## src/rtl/cache_sweep_controller_pkg.sv

```systemverilog
// Shared definitions for the cache sweep controller: FSM states, the percent
// scale and the width of the hit-rate quotient.
package cache_sweep_controller_pkg;

  typedef enum logic [1:0] {
    IDLE   = 2'd0,
    ACCESS = 2'd1,
    DIVIDE = 2'd2,
    DONE   = 2'd3
  } sweep_state_t;

  localparam int PERCENT = 100;

  // hits*100 needs seven extra bits above the count width since 100 < 2^7
  function automatic int quotient_width(input int cnt_w);
    return cnt_w + 7;
  endfunction

endpackage

```

## src/rtl/cache_sweep_controller_if.sv

```systemverilog
// Request/response bus between the sweep controller and the cache.
interface cache_sweep_controller_if #(
  parameter int ADDR_W = 15,
  parameter int CNT_W  = 14
);
  logic              cache_read;
  logic              cache_write;
  logic [ADDR_W-1:0] address;
  logic              cache_ready;
  logic [CNT_W-1:0]  hit_count;

  modport master (
    output cache_read, cache_write, address,
    input  cache_ready, hit_count
  );

  modport slave (
    input  cache_read, cache_write, address,
    output cache_ready, hit_count
  );
endinterface

```

## src/rtl/cache_sweep_controller_rate_divider.sv

```systemverilog
// Restoring unsigned divider, one quotient bit per cycle, W cycles per divide
// counting the start cycle. flush abandons a divide in flight; W must be >= 2.
module rate_divider #(
  parameter int W = 21
) (
  input  logic         clk,
  input  logic         rst,
  input  logic         start,
  input  logic         flush,
  input  logic [W-1:0] dividend,
  input  logic [W-1:0] divisor,
  output logic         busy,
  output logic         valid,
  output logic [W-1:0] quotient
);

  localparam int CNT_BITS = $clog2(W + 1);

  logic [W-1:0]        rem;
  logic [W-1:0]        divisor_q;
  logic [CNT_BITS-1:0] steps_left;
  logic [W-1:0]        rem_in, quo_in, dvs;
  logic [W:0]          trial;
  logic [W-1:0]        rem_next, quo_next;

  // The start cycle already performs the first step on the fresh operands,
  // which is why a full divide occupies exactly W edges.
  always_comb begin
    rem_in = start ? '0 : rem;
    quo_in = start ? dividend : quotient;
    dvs    = start ? divisor : divisor_q;
    trial  = {rem_in, quo_in[W-1]};
    if (trial >= {1'b0, dvs}) begin
      rem_next = W'(trial - {1'b0, dvs});
      quo_next = {quo_in[W-2:0], 1'b1};
    end else begin
      rem_next = trial[W-1:0];
      quo_next = {quo_in[W-2:0], 1'b0};
    end
  end

  always_ff @(posedge clk or posedge rst) begin
    if (rst) begin
      rem        <= '0;
      quotient   <= '0;
      divisor_q  <= '0;
      steps_left <= '0;
      busy       <= 1'b0;
      valid      <= 1'b0;
    end else begin
      valid <= 1'b0;
      if (flush) begin
        busy       <= 1'b0;
        steps_left <= '0;
      end else if (start) begin
        rem        <= rem_next;
        quotient   <= quo_next;
        divisor_q  <= divisor;
        steps_left <= CNT_BITS'(W - 1);
        busy       <= 1'b1;
      end else if (busy) begin
        rem        <= rem_next;
        quotient   <= quo_next;
        steps_left <= steps_left - CNT_BITS'(1);
        if (steps_left == CNT_BITS'(1)) begin
          busy  <= 1'b0;
          valid <= 1'b1;
        end
      end
    end
  end

endmodule

```

## src/rtl/cache_sweep_controller.sv

```systemverilog
// Walks a strided address range through the cache, then divides the cache's
// hit counter by the number of accesses to report a hit rate in percent.
module cache_sweep_controller
  import cache_sweep_controller_pkg::*;
#(
  parameter int ADDR_W = 15,
  parameter int CNT_W  = 14,
  parameter int RATE_W = 7
) (
  input  logic                     clk,
  input  logic                     rst,
  input  logic                     start,
  input  logic                     abort,
  input  logic [ADDR_W-1:0]        cfg_base,
  input  logic [ADDR_W-1:0]        cfg_stride,
  input  logic [CNT_W-1:0]         cfg_count,
  input  logic                     cfg_write,
  cache_sweep_controller_if.master bus,
  output logic [CNT_W-1:0]         access_count,
  output logic                     busy,
  output logic                     done,
  output logic [RATE_W-1:0]        hit_rate
);

  localparam int Q_W = quotient_width(CNT_W);

  sweep_state_t      state, next_state;
  logic [ADDR_W-1:0] addr_q, stride_q;
  logic [CNT_W-1:0]  count_q, hits_capped;
  logic              write_q, div_first;
  logic              accept_start, handshake, finish, div_start;
  logic              div_busy, div_valid;
  logic [Q_W-1:0]    dividend, div_quot;
  logic [RATE_W-1:0] rate_clamped;

  always_ff @(posedge clk or posedge rst) begin
    if (rst) state <= IDLE;
    else     state <= next_state;
  end

  // Abort outranks everything; start is only honoured while not busy.
  always_comb begin
    next_state   = state;
    accept_start = 1'b0;
    handshake    = 1'b0;
    finish       = 1'b0;
    div_start    = 1'b0;
    if (abort) begin
      next_state = IDLE;
    end else begin
      case (state)
        IDLE, DONE: begin
          if (start) begin
            accept_start = 1'b1;
            next_state   = (cfg_count == '0) ? DONE : ACCESS;
          end
        end
        ACCESS: begin
          handshake = bus.cache_ready;
          if (handshake && ((access_count + CNT_W'(1)) == count_q))
            next_state = DIVIDE;
        end
        DIVIDE: begin
          div_start = div_first;
          if (!div_first && div_valid && !div_busy) begin
            finish     = 1'b1;
            next_state = DONE;
          end
        end
        default: next_state = IDLE;
      endcase
    end
  end

  // access_count is nonzero whenever DIVIDE runs, so the divisor is never zero
  always_comb begin
    hits_capped  = (bus.hit_count < access_count) ? bus.hit_count : access_count;
    dividend     = Q_W'(hits_capped) * Q_W'(PERCENT);
    rate_clamped = (div_quot > Q_W'(PERCENT)) ? RATE_W'(PERCENT) : div_quot[RATE_W-1:0];
  end

  always_ff @(posedge clk or posedge rst) begin
    if (rst) begin
      addr_q       <= '0;
      stride_q     <= '0;
      count_q      <= '0;
      write_q      <= 1'b0;
      access_count <= '0;
      hit_rate     <= '0;
      div_first    <= 1'b0;
    end else begin
      div_first <= (state == ACCESS) && (next_state == DIVIDE);
      if (accept_start) begin
        addr_q       <= cfg_base;
        stride_q     <= cfg_stride;
        count_q      <= cfg_count;
        write_q      <= cfg_write;
        access_count <= '0;
        if (cfg_count == '0) hit_rate <= '0;
      end else if (handshake) begin
        addr_q       <= addr_q + stride_q;
        access_count <= access_count + CNT_W'(1);
      end else if (finish) begin
        hit_rate <= rate_clamped;
      end
    end
  end

  rate_divider #(.W(Q_W)) u_rate_divider (
    .clk      (clk),
    .rst      (rst),
    .start    (div_start),
    .flush    (abort),
    .dividend (dividend),
    .divisor  (Q_W'(access_count)),
    .busy     (div_busy),
    .valid    (div_valid),
    .quotient (div_quot)
  );

  assign bus.cache_read  = (state == ACCESS) && !write_q;
  assign bus.cache_write = (state == ACCESS) && write_q;
  assign bus.address     = addr_q;
  assign busy            = (state == ACCESS) || (state == DIVIDE);
  assign done            = (state == DONE);

endmodule

```

## src/flat_wrapper.sv

```systemverilog
// flat-port wrapper written by rule: the top's interface ports become plain ports
module cache_sweep_controller_flat import cache_sweep_controller_pkg::*;
#(
  parameter int ADDR_W = 15,
  parameter int CNT_W  = 14,
  parameter int RATE_W = 7
)
  (clk, rst, start, abort, cfg_base, cfg_stride, cfg_count, cfg_write, access_count, busy, done, hit_rate, bus_cache_read, bus_cache_write, bus_address, bus_cache_ready, bus_hit_count);
  cache_sweep_controller_if #(.ADDR_W(ADDR_W), .CNT_W(CNT_W)) bus_i ();
  input  logic clk;
  input  logic rst;
  input  logic start;
  input  logic abort;
  input  logic [ADDR_W-1:0] cfg_base;
  input  logic [ADDR_W-1:0] cfg_stride;
  input  logic [CNT_W-1:0] cfg_count;
  input  logic cfg_write;
  output logic [CNT_W-1:0] access_count;
  output logic busy;
  output logic done;
  output logic [RATE_W-1:0] hit_rate;
  output wire logic [$bits(bus_i.cache_read)-1:0] bus_cache_read;
  output wire logic [$bits(bus_i.cache_write)-1:0] bus_cache_write;
  output wire logic [$bits(bus_i.address)-1:0] bus_address;
  input wire logic [$bits(bus_i.cache_ready)-1:0] bus_cache_ready;
  input wire logic [$bits(bus_i.hit_count)-1:0] bus_hit_count;
  assign bus_cache_read = bus_i.cache_read;
  assign bus_cache_write = bus_i.cache_write;
  assign bus_address = bus_i.address;
  assign bus_i.cache_ready = bus_cache_ready;
  assign bus_i.hit_count = bus_hit_count;
  cache_sweep_controller #(.ADDR_W(ADDR_W), .CNT_W(CNT_W), .RATE_W(RATE_W)) u_core (.clk(clk), .rst(rst), .start(start), .abort(abort), .cfg_base(cfg_base), .cfg_stride(cfg_stride), .cfg_count(cfg_count), .cfg_write(cfg_write), .bus(bus_i), .access_count(access_count), .busy(busy), .done(done), .hit_rate(hit_rate));
endmodule
```

## config.mk

```make
export PLATFORM = sky130hd
export DESIGN_NAME = cache_sweep_controller_flat
export DESIGN_NICKNAME = d
export VERILOG_FILES = /design/src/rtl/cache_sweep_controller_pkg.sv /design/src/rtl/cache_sweep_controller_if.sv /design/src/rtl/cache_sweep_controller_rate_divider.sv /design/src/rtl/cache_sweep_controller.sv /design/src/flat_wrapper.sv
export SDC_FILE = /design/constraint.sdc
export NUM_CORES = 1
export LEC_CHECK = 0
export ABC_CLOCK_PERIOD_IN_PS = 7400
export CAP_MARGIN = 5
export CELL_PAD_IN_SITES_DETAIL_PLACEMENT = 1
export CELL_PAD_IN_SITES_GLOBAL_PLACEMENT = 2
export CORE_MARGIN = 2
export CORE_UTILIZATION = 32
export DETAILED_ROUTE_END_ITERATION = 12
export PLACE_DENSITY = 0.75
export SYNTH_ARGS = -nofsm -noshare
export SYNTH_HDL_FRONTEND = slang
export SYNTH_SLANG_ARGS = --single-unit
```

## constraint.sdc

```tcl
create_clock -name clk -period 7.4 [get_ports clk]
set_input_delay 1.48 -clock clk [delete_from_list [all_inputs] [get_ports clk]]
set_output_delay 1.48 -clock clk [all_outputs]
set_load 0.05 [all_outputs]
```

==> reports/metrics.yaml <==
synthesis:
  synthArstFlopShare: 1.00
  synthTopCellsByArea: "dfrtp_1, ha_1, nand2_1"
  synth.distinct_cells: 61
  synth_fp_nets: 1322
  yosys_warnings: 0
  avgSynthCellArea_sq_um: 8.49
  mappedNetlistArea_sq_mm: 0.00974
  syn_inst: 1147
  yosysTopAreaCellShare: 0.357
  synth.yosys.seq_area_share: 0.357
  synth.most_common_cell: "nand2_1"
  synth_enable_flop_cells: 0
  synthTopCellsByCount: "nand2_1, dfrtp_1, ha_1"
  yosys.area.top_type: "dfrtp_1"
  synth_flop_cell: "dfrtp_1"
  synth_seq_cells: 139
power:
  p_seq_frac: 0.223
  ir_drop_uv: 209
  p_comb_frac: 0.603
  p_int_uw: 2780
  power_density_mw_per_mm2: 366
  sw_frac_of_total: 0.425
  finalPower_uw: 4840
  p_switching_uw: 2060
  p_leak_uw: 0.00614
  pwr-share-clk: 0.174
global_routing:
  grt_usage: 0.205
  globalRouteOverflowTotal: 0
  antenna_found_initial: 0
  grt_pass1_wl_um: 50600
  grt_pass1_vias: 9439
  grt_max_degree: 85
floorplanning:
  start_util: 0.327
  ios: 104
  core_area_sq_mm: 0.0298
  die_y_um: 178
  die_w_um: 178
  dieArea_sq_mm: 0.0318
  rows: 63
min_path:
  min_path_cells: 2
  min_from: "u_core.u_rate_divider.divisor_q[0]"
  min_path_type: "reg2reg"
  worstHoldEndpoint: "u_core.u_rate_divider.divisor_q[0]"
sta:
  period_share: 1.01
  fmax_ghz: 0.134
  final.setup.worst_slack_ns: -0.0581
  finClkSkew_ns: 0.0188
  hold_violations: 0
  fin_crit_ns: 7.46
  max-slew-margin-rel: 0.292
  drv_slew: 0
  worstMarginPinSlew_ns: 1.03
  rsz0062_at_grt: "true"
  setup_viol: 9
setup_path:
  slowest_delay_ns: 0.48
  crit_fanout: 8
  cp.arrival_ns: 7.81
  r2r_cells: 33
  crit_buf_inv: 5
  crit_family: "compound AO/OA/AOI/OAI gates"
  r2r_start: "u_core.access_count[7]"
  regToRegSetupSlack_ns: 0.50
  regToRegEndpoint: "u_core.u_rate_divider.rem[0]"
  end_kind: "flip-flop"
  worstPathRequired_ns: 7.75
  worstSetupPathType: "in2reg"
  cp_slowest_cell: "fa_1"
  cpMostUsedCell: "ha_4"
  cp-start-kind: "primary input"
clocking:
  clockRootBuffer: "clkbuf_16"
  cts_hold_buf: 0
  clkTransAtPathRegs_ns: 0.06
  cts_tree: "built"
  clkSinkCount: 139
  clk_latency_ns: 0.45
  htreeDepth: 4
  clock_path_buffers: 2
  numCtsBuffers: 17
layout:
  fin_nets: 1520
  final_util: 0.444
  drive_gt1_frac: 0.185
  area_growth_pct: 36.0
  n_antenna_cell: 0
  nFillCells: 3465
routing:
  ant_nets: 0
  wl_um: 31700
  drtPass1Iterations: 4
  initialDrtViolationCount: 429
  wire_per_inst_um: 18.1
  vias: 8886
  post_drt_via_cell_ratio: 5.08
  drc: 0
outcome:
  status: "finished, violations left"
  failed_checks: "negative setup slack"
job:
  maxCapViolations: 0
placement:
  gp_congestion: 0.839
  portBuffers: 103
  place_hpwl_um: 23100
-- repair_timing --
| action | CTS | global route |
|---|---|---|
| setup buffers | 13 | 8 |
| setup endpoints to repair | 22 | 22 |
| pin swaps | 43 | 41 |
| resized for setup | 81 | 54 |
-- cell families after synthesis --
group                    share of synthesized area
AO/OA/AOI/OAI                                0.176
AND/OR/NAND/NOR                              0.207
flip-flops                                   0.357
XOR/XNOR                                    0.0594
adder cells (fa/ha/maj)                      0.151
multiplexers                               0.00861
buffers and inverters                       0.0406
-- metrics by stage --
stage	setup TNS (ns)	worst slack [ns]	cells	hold slack [ns]	area, sq um
4_1_cts	-1.83	-0.150	1740	0.476	12900
2_1_floorplan	0	0.0159	1147	0.433	9850
5_1_grt	-4.85	-0.311	1748	0.505	13200
6_report	-0.227	-0.0581	1748	0.475	13200
3_3_place_gp	-20.67	-1.05	1695	0.453	11900
3_5_place_dp	-24.18	-1.22	1695	0.461	11900
-- cells in the final DEF (no fill, tap or decap), types with 18 or more instances in the layout --
cell             instances
dfrtp_1                139
buf_4                  103
xor2_1                  18
clkdlybuf4s50_1         90
nand2_1                237
a21oi_1                 58
a21o_1                  19
and2_1                  29
xnor2_1                 48
o21ai_0                 62
ha_4                    25
a31oi_1                 21
nor2_1                  66
ha_1                    71
inv_1                   57
nor3_1                  19
-- worst reg2reg max path, delay by kind of cell, from the launching register on --
family,cells,cell delay [ns]
simple gates,4,0.49
flops,1,0.40
buf+inv,5,0.67
mux,2,0.55
fa+ha+maj,7,2.03
compound gates,15,2.66
-- routing by layer --
metal	part of all wire	GRT usage	vias up
li1	-	-	4381
met1	0.46	0.264	4370
met2	0.50	0.353	115
met3	0.033	0.0428	20
met4	0.012	0.0478	0
met5	0	0	-
-- worst max path at each step --
| stage | startpoint | depth (start not counted) | endpoint | slack [ns] |
|---|---|---|---|---|
| final | bus_hit_count[6] | 30 | u_core.u_rate_divider.rem[0] | -0.06 |
| after global routing | bus_hit_count[7] | 35 | u_core.u_rate_divider.rem[18] | -0.31 |
| after CTS | bus_hit_count[7] | 33 | u_core.u_rate_divider.rem[0] | -0.15 |
| after detailed placement | bus_hit_count[7] | 33 | u_core.u_rate_divider.rem[2] | -1.22 |
| after global placement | bus_hit_count[7] | 32 | u_core.u_rate_divider.rem[0] | -1.05 |
| after floorplan | bus_hit_count[7] | 35 | u_core.u_rate_divider.rem[19] | 0.02 |
-- layout make-up --
class	instances	area (sq um)	share of cell area
multi-input cells	904	6510	0.492
flip-flops and latches	139	3480	0.263
repair buffers	221	1970	0.149
well taps	390	488	0.0369
clock buffers	20	447	0.0337
inverters	62	238	0.0180
clock inverters	12	114	0.00860
-- sequential cells by signal, summed over array words and instances, names as in the netlist --
register / count
u_core.u_rate_divider.rem: 21
u_core.div_first: 1
u_core.u_rate_divider.steps_left: 5
u_core.u_rate_divider.quotient: 21
u_core.u_rate_divider.valid: 1
u_core.write_q: 1
u_core.access_count: 14
u_core.stride_q: 15
u_core.u_rate_divider.busy: 1
u_core.u_rate_divider.divisor_q: 21
u_core.bus.address: 15
u_core.count_q: 14
u_core.state: 2
u_core.hit_rate: 7
-- power by group through the flow --
stage          logic, uW  registers [uW]  clock network [uW]
3_3_place_gp        2510            1090                   0
4_1_cts             2720            1080                 864
5_1_grt             3250            1110                 895
3_5_place_dp        2540            1090                   0
6_report            2920            1080                 841
2_1_floorplan       1640            1180                   0
No activity file was read; power rests on OpenSTA's default activity.
